$ cat src/rtl/pvci2ahb_master.sv
// pvci2ahb_master: 8-bit PVCI target port bridged onto a single-beat AHB master.
// Each PVCI request becomes one byte-sized SINGLE NONSEQ transfer.
// RETRY/SPLIT responses re-issue the same transfer, up to MAX_RETRY issues in total.
// The optional hready stall timeout is compiled in when PVCI2AHB_TIMEOUT_EN is defined.
module pvci2ahb_master #(
    parameter logic [31:0] BASE_ADDR   = 32'h0000_0000,
    parameter int unsigned MAX_RETRY   = 4,
    parameter int unsigned TIMEOUT_CYC = 255
) (
    input  logic        hclk,
    input  logic        hreset,
    input  logic        pvci_valid,
    input  logic        pvci_rd,
    input  logic [7:0]  pvci_addr,
    input  logic [7:0]  pvci_wd,
    output logic        pvci_ack,
    output logic [7:0]  pvci_rdata,
    output logic        pvci_err,
    output logic        hbusreq,
    input  logic        hgrant,
    output logic [31:0] haddr,
    output logic [1:0]  htrans,
    output logic        hwrite,
    output logic [2:0]  hsize,
    output logic [2:0]  hburst,
    output logic [31:0] hwdata,
    input  logic [31:0] hrdata,
    input  logic        hready,
    input  logic [1:0]  hresp
);

    localparam logic [2:0] ST_IDLE = 3'd0;
    localparam logic [2:0] ST_REQ  = 3'd1;
    localparam logic [2:0] ST_ADDR = 3'd2;
    localparam logic [2:0] ST_DATA = 3'd3;
    localparam logic [2:0] ST_RESP = 3'd4;

    localparam logic [1:0] HTRANS_IDLE   = 2'b00;
    localparam logic [1:0] HTRANS_NONSEQ = 2'b10;

    localparam logic [1:0] HRESP_OKAY  = 2'b00;
    localparam logic [1:0] HRESP_ERROR = 2'b01;

    localparam int unsigned RW = $clog2(MAX_RETRY + 1);

    // Zero retries or a zero-cycle timeout would make the bridge unusable.
    if (MAX_RETRY == 0 || TIMEOUT_CYC == 0) begin : g_param_check
        $error("pvci2ahb_master: MAX_RETRY and TIMEOUT_CYC must be non-zero");
    end

    logic [2:0]    state;
    logic          rd_q;
    logic [7:0]    wd_q;
    logic [RW-1:0] retry_cnt;
    logic [RW-1:0] retry_nxt;
    logic          tmo_hit;

    assign retry_nxt = retry_cnt + RW'(1);

`ifdef PVCI2AHB_TIMEOUT_EN
    localparam int unsigned TW = $clog2(TIMEOUT_CYC + 1);

    logic [TW-1:0] tmo_cnt;
    logic          stall;

    assign stall   = ((state == ST_ADDR) || (state == ST_DATA)) && !hready;
    assign tmo_hit = stall && (tmo_cnt == TW'(TIMEOUT_CYC - 1));

    // Count consecutive hready-low cycles of the address/data phases.
    always_ff @(posedge hclk) begin
        if (hreset || !stall) begin
            tmo_cnt <= '0;
        end else begin
            tmo_cnt <= tmo_cnt + TW'(1);
        end
    end
`else
    assign tmo_hit = 1'b0;
`endif

    // Transfer sequencing, request latching and response capture.
    always_ff @(posedge hclk) begin
        if (hreset) begin
            state      <= ST_IDLE;
            rd_q       <= 1'b0;
            wd_q       <= '0;
            haddr      <= '0;
            retry_cnt  <= '0;
            pvci_err   <= 1'b0;
            pvci_rdata <= '0;
        end else begin
            case (state)
                ST_IDLE: begin
                    if (pvci_valid) begin
                        rd_q      <= pvci_rd;
                        wd_q      <= pvci_wd;
                        haddr     <= BASE_ADDR + {24'b0, pvci_addr};
                        retry_cnt <= '0;
                        state     <= ST_REQ;
                    end
                end
                ST_REQ: begin
                    if (hgrant && hready) begin
                        state <= ST_ADDR;
                    end
                end
                ST_ADDR: begin
                    if (tmo_hit) begin
                        pvci_err <= 1'b1;
                        state    <= ST_RESP;
                    end else if (hready) begin
                        state <= ST_DATA;
                    end
                end
                ST_DATA: begin
                    if (tmo_hit) begin
                        pvci_err <= 1'b1;
                        state    <= ST_RESP;
                    end else if (hready) begin
                        case (hresp)
                            HRESP_OKAY: begin
                                pvci_err <= 1'b0;
                                if (rd_q) begin
                                    pvci_rdata <= hrdata[{haddr[1:0], 3'b000} +: 8];
                                end
                                state <= ST_RESP;
                            end
                            HRESP_ERROR: begin
                                pvci_err <= 1'b1;
                                state    <= ST_RESP;
                            end
                            default: begin
                                // RETRY and SPLIT: re-arbitrate and re-issue the same beat.
                                retry_cnt <= retry_nxt;
                                if (retry_nxt < RW'(MAX_RETRY)) begin
                                    state <= ST_REQ;
                                end else begin
                                    pvci_err <= 1'b1;
                                    state    <= ST_RESP;
                                end
                            end
                        endcase
                    end
                end
                ST_RESP: begin
                    retry_cnt <= '0;
                    state     <= ST_IDLE;
                end
                default: begin
                    state <= ST_IDLE;
                end
            endcase
        end
    end

    // Bus-side and PVCI-side outputs decoded from the current phase.
    always_comb begin
        pvci_ack = (state == ST_RESP);
        hbusreq  = (state == ST_REQ) || (state == ST_ADDR);
        htrans   = (state == ST_ADDR) ? HTRANS_NONSEQ : HTRANS_IDLE;
        hwrite   = (state == ST_ADDR) && !rd_q;
        hwdata   = (state == ST_DATA) ? {4{wd_q}} : '0;
        hsize    = 3'b000;
        hburst   = 3'b000;
    end

endmodule

$ cat config.mk
export PLATFORM = sky130hd
export DESIGN_NAME = pvci2ahb_master
export DESIGN_NICKNAME = d
export VERILOG_FILES = /design/src/rtl/pvci2ahb_master.sv
export SDC_FILE = /design/constraint.sdc
export NUM_CORES = 1
export LEC_CHECK = 0
export ABC_AREA = 1
export ABC_CLOCK_PERIOD_IN_PS = 1200
export CAP_MARGIN = 20
export CORE_MARGIN = 10
export CORE_UTILIZATION = 25
export CTS_CLUSTER_DIAMETER = 50
export DETAILED_ROUTE_END_ITERATION = 10
export PLACE_DENSITY_LB_ADDON = 0.3
export SYNTH_ARGS = -nofsm -noshare
export SYNTH_HDL_FRONTEND = slang
export SYNTH_SLANG_ARGS = --single-unit
$ cat constraint.sdc
create_clock -name hclk -period 1.2 [get_ports hclk]
set_input_delay 0.18 -clock hclk [delete_from_list [all_inputs] [get_ports hclk]]
set_output_delay 0.18 -clock hclk [all_outputs]
set_load 0.01 [all_outputs]
==> results.txt, run 1 <==
The run finished, with violations left. The final reports fail on setup timing. The count of fill cells added during filler insertion is 845. The number of cells produced by synthesis came out at approximately 310.

The congestion estimate from routability-driven global placement came to 0.796. The layout cell share with drive strength beyond 1 is 30.8%. The die boundary width came out at 111 um. In the synthesized netlist the dominant register cell turns out to be dfxtp_1. The number of buffers created by CTS is 5. The max-cap check violation count came out at 0. Sorting the synthesized cells by area gives the leading types as dfxtp_1, buf_4, nor2_1.

The maximum single-stage delay on the critical path came out at about 0.36 ns. For this block, the initial DRC count from the detailed router was 28. Hold timing on the final database bottoms out at a slack of 0.442 ns. The global-route met2 utilization came out at 19.1%. The final design utilization came out at 43.2%. The area added between synthesis and finish came out at 68.8%. After clock tree synthesis, the flow added hold-fix buffers numbering 0. The number of iterations in the first detailed-routing pass is 4. The final number of hold-violating endpoints is 0. The slowest cell on the critical path is dfxtp_2. The net count of the finished layout is 485. The leakage dissipation came out at 1.69 nW. Derived from the worst setup path, the maximum achievable clock frequency is about 0.7 GHz. The die area came out at 12400 sq um. The number of placed instances, taps included came out at slightly above 500. The worst setup path is of the reg -> reg kind.

By count the netlist is led by nor2_1, buf_4, inv_1, nand2_1, o21ai_0. In this run the standard cell core region covers 8180 sq um. The vertical die dimension is 111 um. The required time at the worst-slack endpoint is 1.42 ns.

For this configuration, the core starts out at a cell density of 25.6%. The final number of setup-violating endpoints is 68. The overflow left after global routing came out at 0. The critical path buffer and inverter count came out at 3. The clock transition at the register clock pins on the worst setup and hold paths after CTS came out at 0.07 ns.

After detailed routing, the number of vias per cell comes to ~4.1. Averaged over all synthesized cells, the footprint is around 6.7 sq um. The H-tree level count came out at 2. The footprint of the flip-flops and latches is 649 sq um. Global routing used about 11% of the available tracks.

After routing, the total negative slack on setup checks comes to -11.10 ns. In the post-synthesis netlist, the cell with the most instances is nor2_1. The maximum fanout along the worst path came out at 7. The number of warnings reported in the yosys synthesis log came out at 0. The synthesized design spends more area on one cell type than any other, namely dfxtp_1. The cell family contributing the most delay on the critical path is simple AND/OR/NAND/NOR gates.

STA classifies the critical path startpoint as a flip-flop. The worst endpoint data arrival time is 1.64 ns. The finished layout holds 534 standard cells, fillers aside. The register bit count reported by yosys is 32.

The share of Yosys cell area claimed by the top area cell type is between 30% and 40%. The clock latency of the later-clocked register in the worst-skew pair came out at around 0.28 ns. CTS placed an instance of clkbuf_8 at the clock tree root.

The number of buffer cells added on primary ports is 108. The busiest layer in global routing is met2. The row count came out at 33. The fraction of the cycle the final worst path needs is 118%. STA classifies the critical path endpoint as a flip-flop.

Detailed placement finished with a half-perimeter wire length of 5.47 mm. The total count of max-transition violations in the final report was 0. The number of DRC violations after detailed routing came out at 0. The detail route stage leaves a number of antenna-violating nets equal to 0. The worst hold-check path type is reg -> reg. Yosys mapped the design onto 23 distinct sky130hd cell types.

The worst-case clock buffer depth came out at 2. The met1 usage came out at 11.3%. After synthesis the cells add up to 2090 sq um. The initial antenna violation count came out at 0. The boundary pin count came out at 140. The area used by multi-input combinational logic is 1180 sq um. For this block, the routed nets add up to 7.25 mm of wire. The total number of clock tree sinks is 32. The CTS tree is yes. The post-layout total power is ~5.3 mW. The maximum number of pins on one net before global-route repair is 35.

The via count of the first global-routing pass is 2334. The first global-routing pass estimated 11.3 mm of wire. The met3 global-route usage came out at 3.92%. The final worst slack is -0.220 ns.

Traced cell by cell, the critical path runs through buf_6 -> buf_6 -> nand2_4 -> nor2_8 -> nand2_2 -> nand2_4 -> inv_4 -> nor2_4 -> nor2_1 -> nor2_1. Setup repair after global routing could not meet its margin everywhere. Of all flip-flops after synthesis, the portion carrying an async set or reset was 0%. The routed length per instance came out at 13.6 um. The detailed router placed 2207 vias in this run. Across the VDD grid, the largest voltage drop is 0.457 mV.

Between clock sinks in the finished design, the worst skew comes to 0.00707 ns. The number of flops mapped to enable cells by yosys came out at 0. The worst path in the final design needs a cycle of approximately 1.4 ns, including I/O delays and setup.

The total power density per cell area is 1510 nW/um^2. The proportion of synthesized chip area in sequential cells is a little under a third. The number of diodes added for antenna fixing came out at 0.
registers in the layout, indices dropped and copies added, names as in the netlist:
| register | cells |
|---|---|
| retry_cnt | 3 |
| rd_q | 1 |
| haddr | 8 |
| pvci_rdata | 8 |
| wd_q | 8 |
| state | 3 |
| pvci_err | 1 |
final timing paths:
check / end / slack, ns / from / cells past startpoint
max reg2reg: retry_cnt[0] / -0.22 / state[1] / 10
min reg2reg: haddr[3] / 0.44 / haddr[3] / 2
min: haddr[3] / 0.44 / haddr[3] / 2
max: retry_cnt[0] / -0.22 / state[1] / 10
cell type report:
type	instances	area share (%)
clock buffers	6	2.06
clock inverters	2	0.993
inverters	41	4.50
multi-input cells	206	33.5
flip-flops and latches	32	18.4
well taps	105	3.72
repair buffers	142	36.8
worst register-to-register path, delay by kind of cell, from the launching register on:
family	cells	cell delay, ns
buffers and inverters	3	0.27
and+or+nand+nor	7	0.73
DFF	1	0.36
cells by family (layout without fill, tap and decap cells):
| family | Yosys count | count (layout) | share of synthesized area (%) |
|---|---|---|---|
| adder cells (fa/ha/maj) | 1 | 1 | 0.598 |
| AND/OR/NAND/NOR | 111 | 112 | 23.3 |
| AO/OA/AOI/OAI | 62 | 62 | 15.4 |
| buffers and inverters | 106 | 191 | 29.9 |
| flip-flops | 32 | 32 | 30.6 |
| other | 1 | 31 | 0.179 |
through the flow:
stage               setup slack [ns]  cell area, sq um
detailed placement            -0.461              3150
CTS                           -0.194              3340
global placement              -0.399              3150
finish                        -0.220              3530
global route                  -0.292              3530
floorplan                    -0.0643              2200
what timing repair did:
item                                    in CTS  in global routing
resized for setup                          233                 43
pin swaps                                   17                 21
gates cloned                                 1                  0
endpoints found under the setup margin      83                 68
setup buffers                                6                  3
metal layers:
layer  share of wire, %  vias to the layer above  wire, um
li1                   -                     1123         -
met5                  0                        -         0
met1                 41                      988      2950
met3                7.6                        8       550
met4                1.3                        0        93
met2                 50                       88      3660
power by group:
part	leakage, nW	switching, mW	internal (mW)
combinational	1.37	1.49	1.33
clock	0.0552	0.412	0.616
sequential	0.264	0.148	1.31
cells in the final DEF (no fill, tap or decap), types with 2 or more instances in the layout:
master,netlist,final
nor2_1,58,42
nand3_1,9,7
buf_2,4,18
o21ai_1,0,8
nand2_4,0,5
dfxtp_1,32,29
o22ai_1,8,8
nor2_4,0,13
clkbuf_8,0,5
clkdlybuf4s50_1,0,54
nand2_1,35,25
nand3_2,2,2
inv_2,1,2
o21ai_0,34,16
dfxtp_4,0,2
o21ai_2,0,10
nand3_4,0,2
conb_1,1,31
buf_4,57,26
a21oi_1,19,18
buf_6,1,24
inv_1,40,37
nand2_2,2,7
buf_12,0,2
inv_4,0,2
nor2_2,1,4
nand4_4,1,2
dlygate4sd2_1,0,17
Power figures use the tool's default switching activity.
==> run 2: changes to the inputs <==
--- a/config.mk
+++ b/config.mk
@@ -12,7 +12,7 @@
 export CORE_UTILIZATION = 25
 export CTS_CLUSTER_DIAMETER = 50
 export DETAILED_ROUTE_END_ITERATION = 10
-export PLACE_DENSITY_LB_ADDON = 0.3
+export PLACE_DENSITY = 0.6
 export SYNTH_ARGS = -nofsm -noshare
 export SYNTH_HDL_FRONTEND = slang
 export SYNTH_SLANG_ARGS = --single-unit
==> run 2 against run 1 <==
  * Largest power group unchanged
  * Critical path type is now reg -> out
  * Total power increased by 10%
  * The flow still finishes with violations (setup timing)
  * Sequential power barely moved
  * Die area stayed put
  * Largest cell class unchanged
  * Fmax rose by 1.9%
==> results.txt, run 2 (synthesis results as in run 1) <==
The total power density per cell area was 1520 nW/um^2 (+1.2%). The slack of the worst reg-to-reg path is -0.17 ns (+0.05 ns). The overflow left after global routing is 0 (unchanged). The part of the total power dissipated in sequential elements is 24.8% (-2.7 points).

The number of buffers created by CTS came out at 5 (unchanged). The worst hold margin came to 0.448 ns (+0.00588 ns). The layout cell share with drive strength beyond 1 came to 35.9% (+5.1 points). The total number of clock tree sinks is 32 (unchanged). The number of nets with antenna violations after detailed routing was 0 (unchanged).

The final number of hold-violating endpoints came out at 0 (unchanged). The number of vias after detailed routing came to 2266 (+2.7%). The count of cells along the worst register-to-register path came to 8 (-2). The routed length per instance came out at 14.1 um (+4.1%).

The max-cap check violation count came to 0 (unchanged). The number of DRC violations after detailed routing came out at 0 (unchanged). The number of iterations in the first detailed-routing pass came to 4 (unchanged). The number of placed instances, taps included is 518 (+0.19%). The maximum resistive drop on vdd came to 0.691 mV (+51%). The row count is 33 (unchanged). The vertical die dimension was 111 um (unchanged).

The total count of max-transition violations in the final report is 0 (unchanged). The switching part of the total power came out at 38.2% (-0.37 points). The endpoint class of the critical path is a primary output.

The clock latency of the later-clocked register in the worst-skew pair is 0.28 ns (about the same). The count of cells along the worst hold path came to 2 (unchanged). Leaving out fill and tap cells, the most frequent cells in the layout are clkdlybuf4s50_1, nor2_1, buf_6.

The count of fill cells added during filler insertion came out at 828 (-2.0%). The area added between synthesis and finish is 83.5%. The maximum clock rate is 0.718 GHz (+1.9%). The final design utilization is 46.9% (+3.8 points). The final worst slack is -0.193 ns (+0.0269 ns). The wire length of the first global-routing pass came out at 12.5 mm (+11%). The die boundary width came to 111 um (unchanged).

The per-cell via count in the routed design came to 4.16 (+0.60%). The maximum fanout along the worst path was 5 (-2). Setup repair after global routing could not meet its margin everywhere.

The placed standard-cell area came out at 3160 sq um (+0.24%). The net switching component of the power is 2.24 mW (+9.0%). The leakage dissipation came to 1.78 nW (+5.9%).

The required time at the worst-slack endpoint is 1.02 ns (-0.40 ns). The checks that failed: setup timing. The total internal power came to 3.61 mW (+11%). The starting DRC count in detailed routing came out at 29 (+3.6%). The post-detailed-placement half-perimeter wirelength is 5.54 mm (+1.3%). The worst setup path is of the reg -> out kind. The overall routing resource usage is 11.9% (+1.2 points).

Clock tree synthesis selected as its root buffer the cell clkbuf_8. The tightest min-delay check is of the in -> reg type. The part of the power in the clock network is 17.3% (-2.0 points).

The initial standard-cell utilization of the core is 25.6% (unchanged). Leaving out fill and tap cells, the most frequent cell in the layout is clkdlybuf4s50_1. The final number of setup-violating endpoints was 68 (unchanged). The end of the worst register-to-register path is pvci_err.

The routability congestion estimate from global placement is 0.776 (-2.5%). The die area is 12400 sq um (unchanged). The largest registers in the layout are haddr x8, pvci_rdata x8, wd_q x8. The number of diodes added for antenna fixing came out at 0 (unchanged).

The combinational share of power is 57.8% (+4.6 points). The summed area of non-filler cells in the final layout is 3840 sq um (+8.8%). The clock tree skew after final layout came out at 0.00512 ns (-0.00196 ns). The final period demand of the worst path was 1.39 ns (-0.0269 ns). The post-layout total power is 5.85 mW (+10%).

The number of buffer cells added on primary ports came out at 108 (unchanged). The fraction of the cycle the final worst path needs is 116% (-2.2 points). The run finished, with violations left. The origin of the worst setup path is state[2]. STA classifies the critical path startpoint as a flip-flop.

The initial antenna violation count is 0 (unchanged). The worst endpoint data arrival time came out at 1.21 ns (-0.43 ns). The net count reported at finish was 496 (+2.3%).

The H-tree level count was 2 (unchanged). The sum of routed wire length over all layers is 7.71 mm (+6.3%). The worst-case clock buffer depth is 2 (unchanged). The startpoint identified for the worst register-to-register timing path is state[1]. TritonCTS built the clock tree. In this run the most critical hold path is launched from hreset. The via count of the first global-routing pass was 2431 (+4.2%).

The clock transition at the register clock pins on the worst setup and hold paths after CTS was 0.07 ns (about the same). The count of placed standard cells in the final layout, fillers left out was 545 (+2.1%). The boundary pin count came out at 140 (unchanged). The area of the core is 8180 sq um (unchanged). The maximum number of pins on one net before global-route repair is 18 (-49%). The worst hold path terminates at state[2].
==> run 2: worst max-delay path, cell delays in order (launching register included) <==
cell     delay (ns)
dfxtp_2        0.33
inv_2          0.07
nand3_4        0.08
buf_12         0.15
nor2_4         0.14
buf_2          0.16
==> run 2: what timing repair did <==
| item | in CTS | in global routing |
|---|---|---|
| pin swaps | 51 | 25 |
| buffers inserted | 13 | 1 |
| hold buffers | 0 | 0 |
| resized for setup | 283 | 23 |
| endpoints found under the setup margin | 84 | 68 |
| gates cloned | 5 | 0 |
==> run 2: layer usage <==
metal,up-vias,share of wire (%),track usage (%)
met5,-,0,0
met4,0,0.64,2.74
met3,2,6.8,3.65
met2,76,52,22.1
met1,1036,41,12.8
li1,1152,-,-
==> run 2: layout make-up <==
class | count | area (sq um) | share of cell area [%]
flip-flops and latches | 32 | 649 | 16.9
well taps | 105 | 131 | 3.42
inverters | 41 | 154 | 4.01
clock buffers | 6 | 72.6 | 1.89
repair buffers | 153 | 1550 | 40.5
clock inverters | 2 | 35.0 | 0.913
multi-input cells | 206 | 1240 | 32.3
==> run 2: power by group through the flow <==
stage / clock, mW / sequential (mW) / combinational, mW
2_1_floorplan: 0 / 1.49 / 1.22
3_3_place_gp: 0 / 1.44 / 2.17
3_5_place_dp: 0 / 1.45 / 2.21
4_1_cts: 1.06 / 1.45 / 3.25
5_1_grt: 1.09 / 1.48 / 3.68
6_report: 1.01 / 1.45 / 3.38
==> run 2: stage by stage <==
| step | setup TNS (ns) | setup WS [ns] |
|---|---|---|
| final | -10.01 | -0.193 |
| after global routing | -14.80 | -0.264 |
| after detailed placement | -20.71 | -0.460 |
| after global placement | -18.36 | -0.379 |
| after CTS | -9.90 | -0.200 |
| after floorplan | -1.54 | -0.0643 |
==> run 2: worst max-delay path by stage <==
stage | to | slack (ns) | depth (start not counted)
finish | hwdata[12] | -0.19 | 5
global placement | hwdata[5] | -0.38 | 3
CTS | hwrite | -0.20 | 5
global route | pvci_rdata[2] | -0.26 | 8
floorplan | hwdata[10] | -0.06 | 4
detailed placement | hwdata[18] | -0.46 | 3
==> run 3: changes to the inputs <==
==> constraint.sdc (replaced) <==
create_clock -name hclk -period 1.2 [get_ports hclk]
set_input_delay 0.12 -clock hclk [delete_from_list [all_inputs] [get_ports hclk]]
set_output_delay 0.12 -clock hclk [all_outputs]
set_load 0.01 [all_outputs]
==> run 3 against run 2 <==
  * The run still ends with setup timing left
  * Hold slack got worse by 0.025 ns
  * Sequential power is 3% higher
  * Clock skew grew 0.0050 ns
  * Global-route usage decreased by 0.27 points
  * Largest cell class unchanged
  * Sequential share of layout area up 0.15 points
==> results.txt, run 3 (synthesis results as in run 1) <==
The number of iterations in the first detailed-routing pass came to 5 (+1). The critical path buffer and inverter count was 3 (unchanged). STA classifies the critical path startpoint as a flip-flop. The maximum single-stage delay on the critical path came out at 0.36 ns (+0.03 ns).

The maximum clock rate is 0.732 GHz (+2.0%). The clock latency of the later-clocked register in the worst-skew pair is 0.29 ns (about the same). The layout cell share with drive strength beyond 1 came out at 37.7% (+1.8 points). The max-cap check violation count is 0 (unchanged).

The overall routing resource usage came out at 11.6% (-0.27 points). The signal on the critical path passes through inv_4 -> nand3_4 -> buf_12 -> nor2_4 -> buf_2. The worst-case clock buffer depth came out at 2 (unchanged). The sum of routed wire length over all layers was 7.71 mm (+0.10%). The footprint of the flip-flops and latches came to 654 sq um (+0.77%). The initial standard-cell utilization of the core is 25.6% (unchanged). The count of fill cells added during filler insertion is 814 (-1.7%).

The switching part of the total power is 40.9% (+2.7 points). The overflow left after global routing came out at 0 (unchanged). Setup repair after global routing could not meet its margin everywhere. The worst hold margin came out at 0.423 ns (-0.0248 ns). The die area came out at 12400 sq um (unchanged). The count of placed standard cells in the final layout, fillers left out is 545 (unchanged). The maximum fanout along the worst path came out at 4 (-1). The number of placed instances, taps included came out at 517 (-0.19%). The combinational share of power is 57.5% (-0.3 points). The net count reported at finish is 496 (unchanged). The flow ran to the end, but the final reports show violations. The largest registers in the layout are haddr x8, pvci_rdata x8, wd_q x8. The hold-fix buffer count after cts is 0 (unchanged). The final sum of negative setup slack came out at -7.93 ns (+2.08 ns). The slowest stage of the critical path is the dfxtp_4 cell. The H-tree level count is 2 (unchanged).

The total count of max-transition violations in the final report came out at 0 (unchanged). The worst register-to-register path ends at rd_q. The leakage dissipation came to 1.77 nW (-0.73%).

The routed length per instance is 14.2 um (+0.10%). The required time at the worst-slack endpoint is 1.08 ns (+0.06 ns). The routability congestion estimate from global placement came to 0.749 (-3.4%). The number of buffers created by CTS came out at 5 (unchanged). The final design utilization came out at 46.9% (about the same). The cell class contributing the biggest share of worst-path delay is buffers and inverters. TritonCTS built the clock tree. The path length in cells of the critical path came to 5 (unchanged). The total power density per cell area is 1460 nW/um^2 (-4.0%). The number of vias after detailed routing is 2250 (-0.71%).

The count of cells along the worst register-to-register path is 7 (-1). The per-cell via count in the routed design came out at 4.13 (-0.71%). The initial antenna violation count is 0 (unchanged). The area of the core came out at 8180 sq um (unchanged). The final number of setup-violating endpoints is 67 (-1.5%). The final period demand of the worst path is 1.37 ns (-0.0267 ns).

The worst endpoint data arrival time was 1.25 ns (+0.04 ns). The part of the power in the clock network is 15.8% (-1.5 points). The number of DRC violations after detailed routing is 0 (unchanged). The placed standard-cell area came out at 3150 sq um (-0.24%).

The final number of hold-violating endpoints came out at 0 (unchanged). The slack of the worst reg-to-reg path came out at -0.16 ns (about the same). The checks that failed: setup timing. The area used by multi-input combinational logic is 1320 sq um (+6.4%).

The post-layout total power came out at 5.61 mW (-4.1%). The summed area of non-filler cells in the final layout was 3830 sq um (about the same). The row count is 33 (unchanged). The setup path with the least slack is of type reg -> out.

The via count of the first global-routing pass came to 2397 (-1.4%). The maximum resistive drop on vdd is 0.522 mV (-24%). The wire length of the first global-routing pass is 12.2 mm (-2.8%).

The maximum number of pins on one net before global-route repair came to 18 (unchanged). The area added between synthesis and finish is 83.4% (about the same). The total number of clock tree sinks came to 32 (unchanged). The setup slack at placement is -0.368 ns (+0.0926 ns).

The post-detailed-placement half-perimeter wirelength is 5.37 mm (-3.0%). Following the worst setup path forward leads to its endpoint at hwdata[21]. The boundary pin count came out at 140 (unchanged).

The number of nets with antenna violations after detailed routing came out at 0 (unchanged). The worst register-to-register path begins at state[0]. The min-delay analysis places its worst path in the category in -> reg. The die boundary width is 111 um (unchanged).

The vertical die dimension was 111 um (unchanged). The final worst slack came out at -0.166 ns (+0.0267 ns). In the layout the commonest cells are clkdlybuf4s50_1, nor2_1, buf_6. The part of the total power dissipated in sequential elements came out at 26.8% (+2.0 points).

Clock tree synthesis selected as its root buffer the cell clkbuf_8. The clock transition at the register clock pins on the worst setup and hold paths after CTS is 0.06 ns (about the same). The origin of the worst setup path is state[2]. The clock tree skew after final layout came out at 0.0101 ns (+0.00503 ns). The fraction of the cycle the final worst path needs came out at 114% (-2.2 points).

The total internal power came out at 3.31 mW (-8.3%). The starting DRC count in detailed routing was 34 (+17%). The library cell used most frequently in the layout, excluding fill and tap cells, is clkdlybuf4s50_1. The endpoint class of the critical path is a primary output.

The net switching component of the power is 2.30 mW (+2.7%). The number of diodes added for antenna fixing came out at 0 (unchanged). The number of buffer cells added on primary ports is 108 (unchanged).
==> run 3: cell count changes in the layout (fill, tap and decap cells not counted), moves of 3 or more <==
cell	previous run	this run
buf_16	4	1
buf_2	7	11
nand3_2	6	3
nand3_4	2	6
nor2_1	44	40
o21ai_2	8	4
o21ai_4	0	4
==> run 3: power by group through the flow <==
stage	Combinational, mW	Sequential [mW]	Clock [mW]
floorplan	1.22	1.49	0
global placement	2.15	1.45	0
detailed placement	2.18	1.45	0
CTS	3.01	1.49	0.916
global route	3.51	1.53	0.965
finish	3.22	1.50	0.884
==> run 3: layout make-up <==
class / instances / area share (%)
sequential: 32 / 17.1
multi-input combinational: 207 / 34.4
clock buffer: 6 / 2.15
tap: 105 / 3.43
timing repair buffer: 152 / 38.6
inverter: 41 / 4.08
clock inverter: 2 / 0.261
==> run 3: worst min-delay path by stage <==
| stage | from | end | slack (ns) | cells after the start |
|---|---|---|---|---|
| floorplan | hreset | state[2] | 0.19 | 1 |
| global placement | haddr[5] | haddr[5] | 0.43 | 2 |
| detailed placement | haddr[2] | haddr[2] | 0.44 | 2 |
| CTS | hreset | state[2] | 0.38 | 2 |
| global route | hreset | state[2] | 0.45 | 2 |
| finish | hreset | state[2] | 0.42 | 2 |
==> run 3: repair_timing <==
| action | in CTS | in global routing |
|---|---|---|
| pin swaps | 27 | 27 |
| setup buffers | 15 | 3 |
| setup endpoints to repair | 84 | 68 |
| resized for setup | 261 | 60 |
| gates cloned | 4 | 0 |
==> run 3: layer usage <==
metal  share of wire [%]  GRT usage (%)  vias up  wire length, um
met1                  39           12.1     1001             3030
met4                 1.5           3.86        0              112
met2                  52           21.3       80             4030
met5                   0              0        -                0
met3                 7.0           3.86        9              543
li1                    -              -     1160                -
